==> src/rtl/decommutator_if.sv <==
// ---------------------------------------------------------------------------
// decommutator_if : received byte stream in, per-channel write strobes out
// Rev 1.0
// ---------------------------------------------------------------------------
`default_nettype none

interface decommutator_if #(
    parameter int NCH = 3
);
    logic           in_valid;
    logic [7:0]     in_data;
    logic [7:0]     ch_data;
    logic [NCH-1:0] ch_wr;
    logic           ch_last;
    logic           idle_seen;
    logic           frame_err;
    logic [7:0]     err_cnt;

    modport master (
        output in_valid, in_data,
        input  ch_data, ch_wr, ch_last, idle_seen, frame_err, err_cnt
    );

    modport slave (
        input  in_valid, in_data,
        output ch_data, ch_wr, ch_last, idle_seen, frame_err, err_cnt
    );
endinterface

`default_nettype wire

==> src/rtl/decommutator.sv <==
// ---------------------------------------------------------------------------
// decommutator : parses {F<ch>, length, payload} frames and strobes each
//                payload byte to its channel; flags idle frames and errors.
// Rev 1.0
// ---------------------------------------------------------------------------
`default_nettype none

module decommutator #(
    parameter int         NCH     = 3,
    parameter int         PLEN    = 9,
    parameter logic [3:0] IDLE_CH = 4'hF
) (
    input  logic                clk,
    input  logic                arst,
    decommutator_if.slave       bus
);
    localparam int         CW     = $clog2(PLEN + 1);
    localparam logic [3:0] NCH_C  = 4'(NCH);
    localparam logic [7:0] PLEN_C = 8'(PLEN);
    localparam logic [CW-1:0] LAST_IDX = CW'(PLEN - 1);

    typedef enum logic [1:0] {
        S_HUNT = 2'd0,
        S_LEN  = 2'd1,
        S_DATA = 2'd2
    } state_t;

    state_t         state, state_nx;
    logic [3:0]     ch, ch_nx;
    logic [CW-1:0]  cnt, cnt_nx;
    logic [7:0]     data_nx;
    logic [NCH-1:0] wr_nx;
    logic           last_nx;
    logic           idle_nx;
    logic           err_nx;

    always_comb begin
        state_nx = state;
        ch_nx    = ch;
        cnt_nx   = cnt;
        data_nx  = bus.ch_data;
        wr_nx    = '0;
        last_nx  = 1'b0;
        idle_nx  = 1'b0;
        err_nx   = 1'b0;

        if (bus.in_valid) begin
            case (state)
                S_HUNT: begin
                    // Non-header bytes are dropped silently so we can resync mid-stream.
                    if (bus.in_data[7:4] == 4'hF) begin
                        if (bus.in_data[3:0] < NCH_C || bus.in_data[3:0] == IDLE_CH) begin
                            ch_nx    = bus.in_data[3:0];
                            state_nx = S_LEN;
                        end else begin
                            err_nx = 1'b1;
                        end
                    end
                end
                S_LEN: begin
                    state_nx = S_HUNT;
                    if (ch == IDLE_CH) begin
                        if (bus.in_data == 8'h00) idle_nx = 1'b1;
                        else                      err_nx  = 1'b1;
                    end else if (bus.in_data == PLEN_C) begin
                        cnt_nx   = '0;
                        state_nx = S_DATA;
                    end else begin
                        err_nx = 1'b1;
                    end
                end
                S_DATA: begin
                    data_nx = bus.in_data;
                    for (int i = 0; i < NCH; i++) begin
                        wr_nx[i] = (ch == 4'(i));
                    end
                    cnt_nx = cnt + CW'(1);
                    if (cnt == LAST_IDX) begin
                        last_nx  = 1'b1;
                        state_nx = S_HUNT;
                    end
                end
                default: state_nx = S_HUNT;
            endcase
        end
    end

    always_ff @(posedge clk) begin
        if (arst) begin
            state         <= S_HUNT;
            ch            <= 4'h0;
            cnt           <= '0;
            bus.ch_data   <= 8'h00;
            bus.ch_wr     <= '0;
            bus.ch_last   <= 1'b0;
            bus.idle_seen <= 1'b0;
            bus.frame_err <= 1'b0;
            bus.err_cnt   <= 8'h00;
        end else begin
            state         <= state_nx;
            ch            <= ch_nx;
            cnt           <= cnt_nx;
            bus.ch_data   <= data_nx;
            bus.ch_wr     <= wr_nx;
            bus.ch_last   <= last_nx;
            bus.idle_seen <= idle_nx;
            bus.frame_err <= err_nx;
            if (err_nx && bus.err_cnt != 8'hFF) begin
                bus.err_cnt <= bus.err_cnt + 8'd1;
            end
        end
    end
endmodule

`default_nettype wire
==> src/flat_wrapper.sv <==
// flat-port wrapper written by rule: the top's interface ports become plain ports
module decommutator_flat 
#(
    parameter int         NCH     = 3,
    parameter int         PLEN    = 9,
    parameter logic [3:0] IDLE_CH = 4'hF
)
  (clk, arst, bus_in_valid, bus_in_data, bus_ch_data, bus_ch_wr, bus_ch_last, bus_idle_seen, bus_frame_err, bus_err_cnt);
  decommutator_if #(.NCH(NCH)) bus_i ();
  input  logic clk;
  input  logic arst;
  input wire logic [$bits(bus_i.in_valid)-1:0] bus_in_valid;
  input wire logic [$bits(bus_i.in_data)-1:0] bus_in_data;
  output wire logic [$bits(bus_i.ch_data)-1:0] bus_ch_data;
  output wire logic [$bits(bus_i.ch_wr)-1:0] bus_ch_wr;
  output wire logic [$bits(bus_i.ch_last)-1:0] bus_ch_last;
  output wire logic [$bits(bus_i.idle_seen)-1:0] bus_idle_seen;
  output wire logic [$bits(bus_i.frame_err)-1:0] bus_frame_err;
  output wire logic [$bits(bus_i.err_cnt)-1:0] bus_err_cnt;
  assign bus_i.in_valid = bus_in_valid;
  assign bus_i.in_data = bus_in_data;
  assign bus_ch_data = bus_i.ch_data;
  assign bus_ch_wr = bus_i.ch_wr;
  assign bus_ch_last = bus_i.ch_last;
  assign bus_idle_seen = bus_i.idle_seen;
  assign bus_frame_err = bus_i.frame_err;
  assign bus_err_cnt = bus_i.err_cnt;
  decommutator #(.NCH(NCH), .PLEN(PLEN), .IDLE_CH(IDLE_CH)) u_core (.clk(clk), .arst(arst), .bus(bus_i));
endmodule
==> config.mk <==
export PLATFORM = sky130hd
export DESIGN_NAME = decommutator_flat
export DESIGN_NICKNAME = d
export VERILOG_FILES = /design/src/rtl/decommutator_if.sv /design/src/rtl/decommutator.sv /design/src/flat_wrapper.sv
export SDC_FILE = /design/constraint.sdc
export NUM_CORES = 1
export LEC_CHECK = 0
export CAP_MARGIN = 20
export CORE_UTILIZATION = 33
export CTS_BUF_LIST = sky130_fd_sc_hd__clkbuf_2 sky130_fd_sc_hd__clkbuf_4 sky130_fd_sc_hd__clkbuf_8
export CTS_CLUSTER_SIZE = 40
export DETAILED_ROUTE_END_ITERATION = 10
export HOLD_SLACK_MARGIN = 0.12
export PLACE_DENSITY = 0.54
export REMOVE_ABC_BUFFERS = 1
export SETUP_SLACK_MARGIN = 0.05
export SLEW_MARGIN = 20
export SYNTH_ARGS = -nofsm -noshare
export SYNTH_HDL_FRONTEND = slang
export SYNTH_SLANG_ARGS = --single-unit
==> constraint.sdc <==
create_clock -name clk -period 4.65 [get_ports clk]
set_input_delay 1.1625 -clock clk [delete_from_list [all_inputs] [get_ports clk]]
set_output_delay 1.1625 -clock clk [all_outputs]
set_load 0.01 [all_outputs]
# == After elaboration in Yosys (flattened, before gate mapping) ==
# Cells that the tools add are included.
# Widths: inputs -> output; s select.
# word_totals
regBits,32
in_bits,11
word_cells,61
# classes
add_sub_neg,2
order_cmp,1
n_eq_ne,15
muxes,18
bitwise,4
reduce_logical,12
# ops
op,count
$eq 4x4->1 const B,4
$reduce_and 4->1,3
$mux 2,5
$add 8x1->8 const B,1
$eq 8x4->1 const B,1
$logic_not 8->1,1
$mux 1,8
$mux 4,2
$ne 2x1->1 const B,4
$ne 8x8->1 const B,1
$pmux 4 s2,1
$pmux 2 s3,1
$add 4x1->4 const B,1
$eq 4x1->1 const B,1
$eq 4x2->1 const B,1
$logic_not 4->1,1
$lt 4x2->1 const B,1
$not 1->1,4
$reduce_or 4->1,1
$reduce_or 3->1,1
$eq 2x1->1 const B,1
$eq 2x2->1 const B,1
$logic_not 2->1,1
$ne 2x2->1 const B,1
other kinds (5),5

# == Longest topological paths before layout ==
# depth
ltp_word,7
mapped_depth,8

# == Worst setup path after synthesis ==
# OpenSTA, ideal clock, no wires.
# synth_path
path_kind,input-to-reg
start,in bus_in_data[1]
end,reg u_core.bus.err_cnt[7]
setup_ps,116
arrival_time_ps,2379
slack_ps,2154
path_stages,6
n_path_buf,1
cell_sequence,a211o_1 and2_4 a221oi_4 buf_6 nor4_1 o211a_1
# synth_via
elab_chain_len,7
# synth_lines
item,line,source
"start, declared",flat_wrapper.sv:13,input wire logic [$bits(bus_i.in_data)-1:0] bus_in_data;
$lt 4x2->1 or $eq 4x4->1 (tied branches),decommutator.sv:52,if (bus.in_data[3:0] < NCH_C || bus.in_data[3:0] == IDLE_CH) begin
$logic_or 1x1->1,decommutator.sv:52,
$mux 1,decommutator.sv:52,
$mux 1,decommutator.sv:51,if (bus.in_data[7:4] == 4'hF) begin
$pmux 1 s2 (*),decommutator.sv:48,case (state)
$mux 1 (*),decommutator.sv:47,if (bus.in_valid) begin
$logic_and 1x1->1 (*),decommutator.sv:108,if (err_nx && bus.err_cnt != 8'hFF) begin
"end signal, assigned",decommutator.sv:109,bus.err_cnt <= bus.err_cnt + 8'd1;
"end, declared",decommutator_if.sv:26,"output ch_data, ch_wr, ch_last, idle_seen, frame_err, err_cnt"
# Every way passes the cells marked *; elsewhere a longest branch is shown, timed or not.
# A chain may end at the register's enable or synchronous reset.

# == Worst setup path in the final report ==
# layout_path
start,in bus_in_data[1]
end,reg u_core.bus.err_cnt[3]
# The elaborated chain is that of the path after synthesis.

==> results_dict.tcl <==
set metrics [dict create \
    tns_ns 0 \
    synth_warnings 0 \
    synth_cell_types 42 \
    start_util_pct 34.8 \
    rows 24 \
    grt_pass1_vias 1425 \
    rsz0062_at_grt "no" \
    fin_nets 232 \
    synth_area_leaders "dfxtp_1 42%, nand2_1 7.8%, a21oi_1 6.5%" \
    insertion_delay_ns 0.28 \
    max_slew.worst_pin.slew_ns 0.692 \
    cp-end-kind "flip-flop" \
    cts_tree "built" \
    holdWs_ns 0.454 \
    first_iter_violations 80 \
    arrival_ns 3.26 \
    report.final.slew_viol_count 0 \
    clk_transition_reported_paths_ns 0.07 \
    pin_count 33 \
    synth_top_area_share_pct 41.8 \
    irDropWorstVdd_mv 0.123 \
    postSynthAreaPerCell_sq_um 8.43 \
    r2r-start "u_core.bus.err_cnt[0]" \
    die-area_sq_mm 0.00493 \
    post_cts_buffers 0 \
    hold_viol_final 0 \
    worst_ep_required_time_ns 4.82 \
    synth_area_sq_mm 0.00153 \
    endpoint "u_core.bus.err_cnt[3]" \
    hp-class "flip-flop to flip-flop" \
    numCtsBuffers 5 \
    outcome "complete, no violations" \
    antenna_found_initial 0 \
    max_cap_viol_count 0 \
    die_w_um 70.2 \
    yosysSeqAreaShare_pct 41.8 \
    gr-usage-all-layers_pct 16.3 \
    fin_area_sq_mm 0.00199 \
    total_power_mw 0.527 \
    synth_area_leader_cell "dfxtp_1" \
    portBuffers 32 \
    pwr-share-clk_pct 41.6 \
    viasPerCell 5.40 \
    overflow 0 \
    ff2ff_setup_slack_ns 2.60 \
    setup_violations 0 \
    post_dp_cell_area_sq_mm 0.00189 \
    internal-power_mw 0.406 \
    grt_max_degree 19 \
    crit_chain "clkdlybuf4s50_1, a211o_1, and2_4, a221oi_4, nor3_1, mux2_1" \
    drt-pass1-iter-count 4 \
    fin_crit_ns 3.09 \
    crit_slowest_cell "a221oi_4" \
    drive_above_1_share_pct 7.41 \
    max_freq_mhz 324 \
    ys_ff_latch 32 \
    core_sq_mm 0.00441 \
    slew_headroom_pct 53.7 \
    place.gp.congestion 0.871 \
    antenna_cells 0 \
    synth-edff-count 0 \
    worst_setup_path_start_kind "primary input" \
    clockBufferDepth 2 \
    cts.sinks 32 \
    die_y_um 70.2 \
    seqPwrFrac_pct 52.2 \
    drc_errors 0 \
    cp_slowest_stage_delay_ns 0.58 \
    path_max_fanout 16 \
    h-tree-depth 2 \
    wl_mm 3.64 \
    fin_util_pct 45.0 \
    cts_hold_buf 0 \
    p_sw_share_pct 22.9 \
    finalClockSkew_ns 0.00677 \
    criticalPathCategory "primary input to flip-flop" \
    cts_resized 0 \
    p_switching_mw 0.121 \
    vias 1448 \
    p_leak_nw 0.681 \
    ys.flop_type "dfxtp_1" \
    critPathLaunch "bus_in_data[1]" \
    p_comb_share_pct 6.2 \
    min_period_over_period_pct 66.4 \
    netlist_instances 182 \
    worstReg2RegEnd "u_core.bus.err_cnt[3]" \
    n_fill_cell 439 \
    wire_per_inst_um 13.6 \
    root_buffer "clkbuf_8" \
    final_antenna_net_count 0 \
    syn_to_final_growth_pct 29.4 \
    async_flop_share_pct 0 \
    r2r_cells 6 \
    dp_hpwl_mm 2.67 \
    grt_pass1_wl_mm 6.38 \
    power_density_mw_per_mm2 265 \
]
[sequential cells by signal, summed over array words and instances (netlist names)]
name and cells:
u_core.bus.ch_data 8, u_core.bus.ch_last 1, u_core.bus.ch_wr 3, u_core.bus.err_cnt 8, u_core.bus.frame_err 1, u_core.bus.idle_seen 1, u_core.ch 4, u_core.cnt 4
u_core.state 2
[metal layers]
layer / GRT usage (%) / up-vias / part of all wire (%)
met4: 8.00 / 0 / 2.1
li1: - / 719 / -
met1: 20.1 / 684 / 46
met2: 27.0 / 38 / 47
met3: 3.46 / 7 / 4.4
met5: 0 / - / 0
[cell families after synthesis]
group,after synthesis,share of synthesized area [%]
AO/OA/AOI/OAI,45,19.6
buffers and inverters,15,4.16
flip-flops,32,41.8
multiplexers,2,1.63
AND/OR/NAND/NOR,82,28.0
adder cells (fa/ha/maj),6,4.89
[final cells by class]
cell class                 instances  area [sq um]  area share [%]
multi-input combinational        135           830            41.8
clock buffer                       6          82.6            4.16
clock inverter                     2          10.0           0.504
timing repair buffer              33           328            16.5
inverter                           8          30.0            1.51
tap                               52          65.1            3.28
sequential                        32           641            32.3
[worst min path at each step]
stage	start	to	slack [ns]	cells after the start
after floorplan	u_core.ch[3]	u_core.ch[3]	0.44	2
after global placement	u_core.bus.ch_data[0]	u_core.bus.ch_data[0]	0.44	2
after detailed placement	u_core.bus.ch_data[2]	u_core.bus.ch_data[2]	0.45	2
after CTS	u_core.bus.ch_data[2]	u_core.bus.ch_data[2]	0.46	2
after global routing	u_core.bus.ch_data[0]	u_core.bus.ch_data[0]	0.48	2
final	u_core.bus.ch_data[2]	u_core.bus.ch_data[2]	0.45	2
[critical path, delay by kind of cell]
kind                   cells  cell delay, ns
AOI/OAI and AO/OA          2            0.94
muxes                      1            0.34
buffers and inverters      1            0.50
and+or+nand+nor            2            0.31
[layout by cell type, fill, tap and decap left out, types with 2 or more instances in the layout]
master	synthesis	final
a21oi_1	20	20
and2_1	4	4
and3_1	3	3
clkbuf_8	0	6
clkdlybuf4s50_1	0	32
clkinv_2	0	2
dfxtp_1	32	32
ha_1	6	6
inv_1	8	8
nand2_1	32	32
nand2b_1	2	2
nand3_1	8	8
nand4_1	5	5
nor2_1	5	5
nor2b_1	2	2
nor3_1	5	5
nor3b_1	2	2
o211a_1	2	2
o211ai_1	2	2
o21a_1	2	2
o21ai_0	3	3
o21ai_1	5	5
o311ai_1	2	2
o41ai_1	3	3
or3_2	2	2
or4_1	4	4
[power groups by stage]
stage	combinational (mW)	sequential [mW]	clock [mW]
after floorplan	0.0118	0.281	0
after global placement	0.0319	0.281	0
after detailed placement	0.0322	0.281	0
after CTS	0.0324	0.275	0.227
after global routing	0.0358	0.275	0.240
final	0.0325	0.275	0.219
[cell usage after synthesis (2+ instances only)]
master and count:
nor2b_1 2, nand2_1 32, and2_1 4, inv_1 8
a21oi_1 20, o311ai_1 2, dfxtp_1 32, o41ai_1 3
and3_1 3, ha_1 6, nor3_1 5, or3_2 2
o211a_1 2, nor3b_1 2, nand3_1 8, nand2b_1 2
or4_1 4, o21ai_0 3, o21ai_1 5, clkbuf_1 5
nor2_1 5, o211ai_1 2, o21a_1 2, nand4_1 5
[per-stage QoR]
step | setup slack [ns] | std cells
4_1_cts | 1.58 | 268
3_3_place_gp | 1.33 | 260
3_5_place_dp | 1.29 | 260
2_1_floorplan | 2.00 | 175
6_report | 1.56 | 268
5_1_grt | 1.43 | 268
Note: power is estimated with default switching activity, not from simulation.
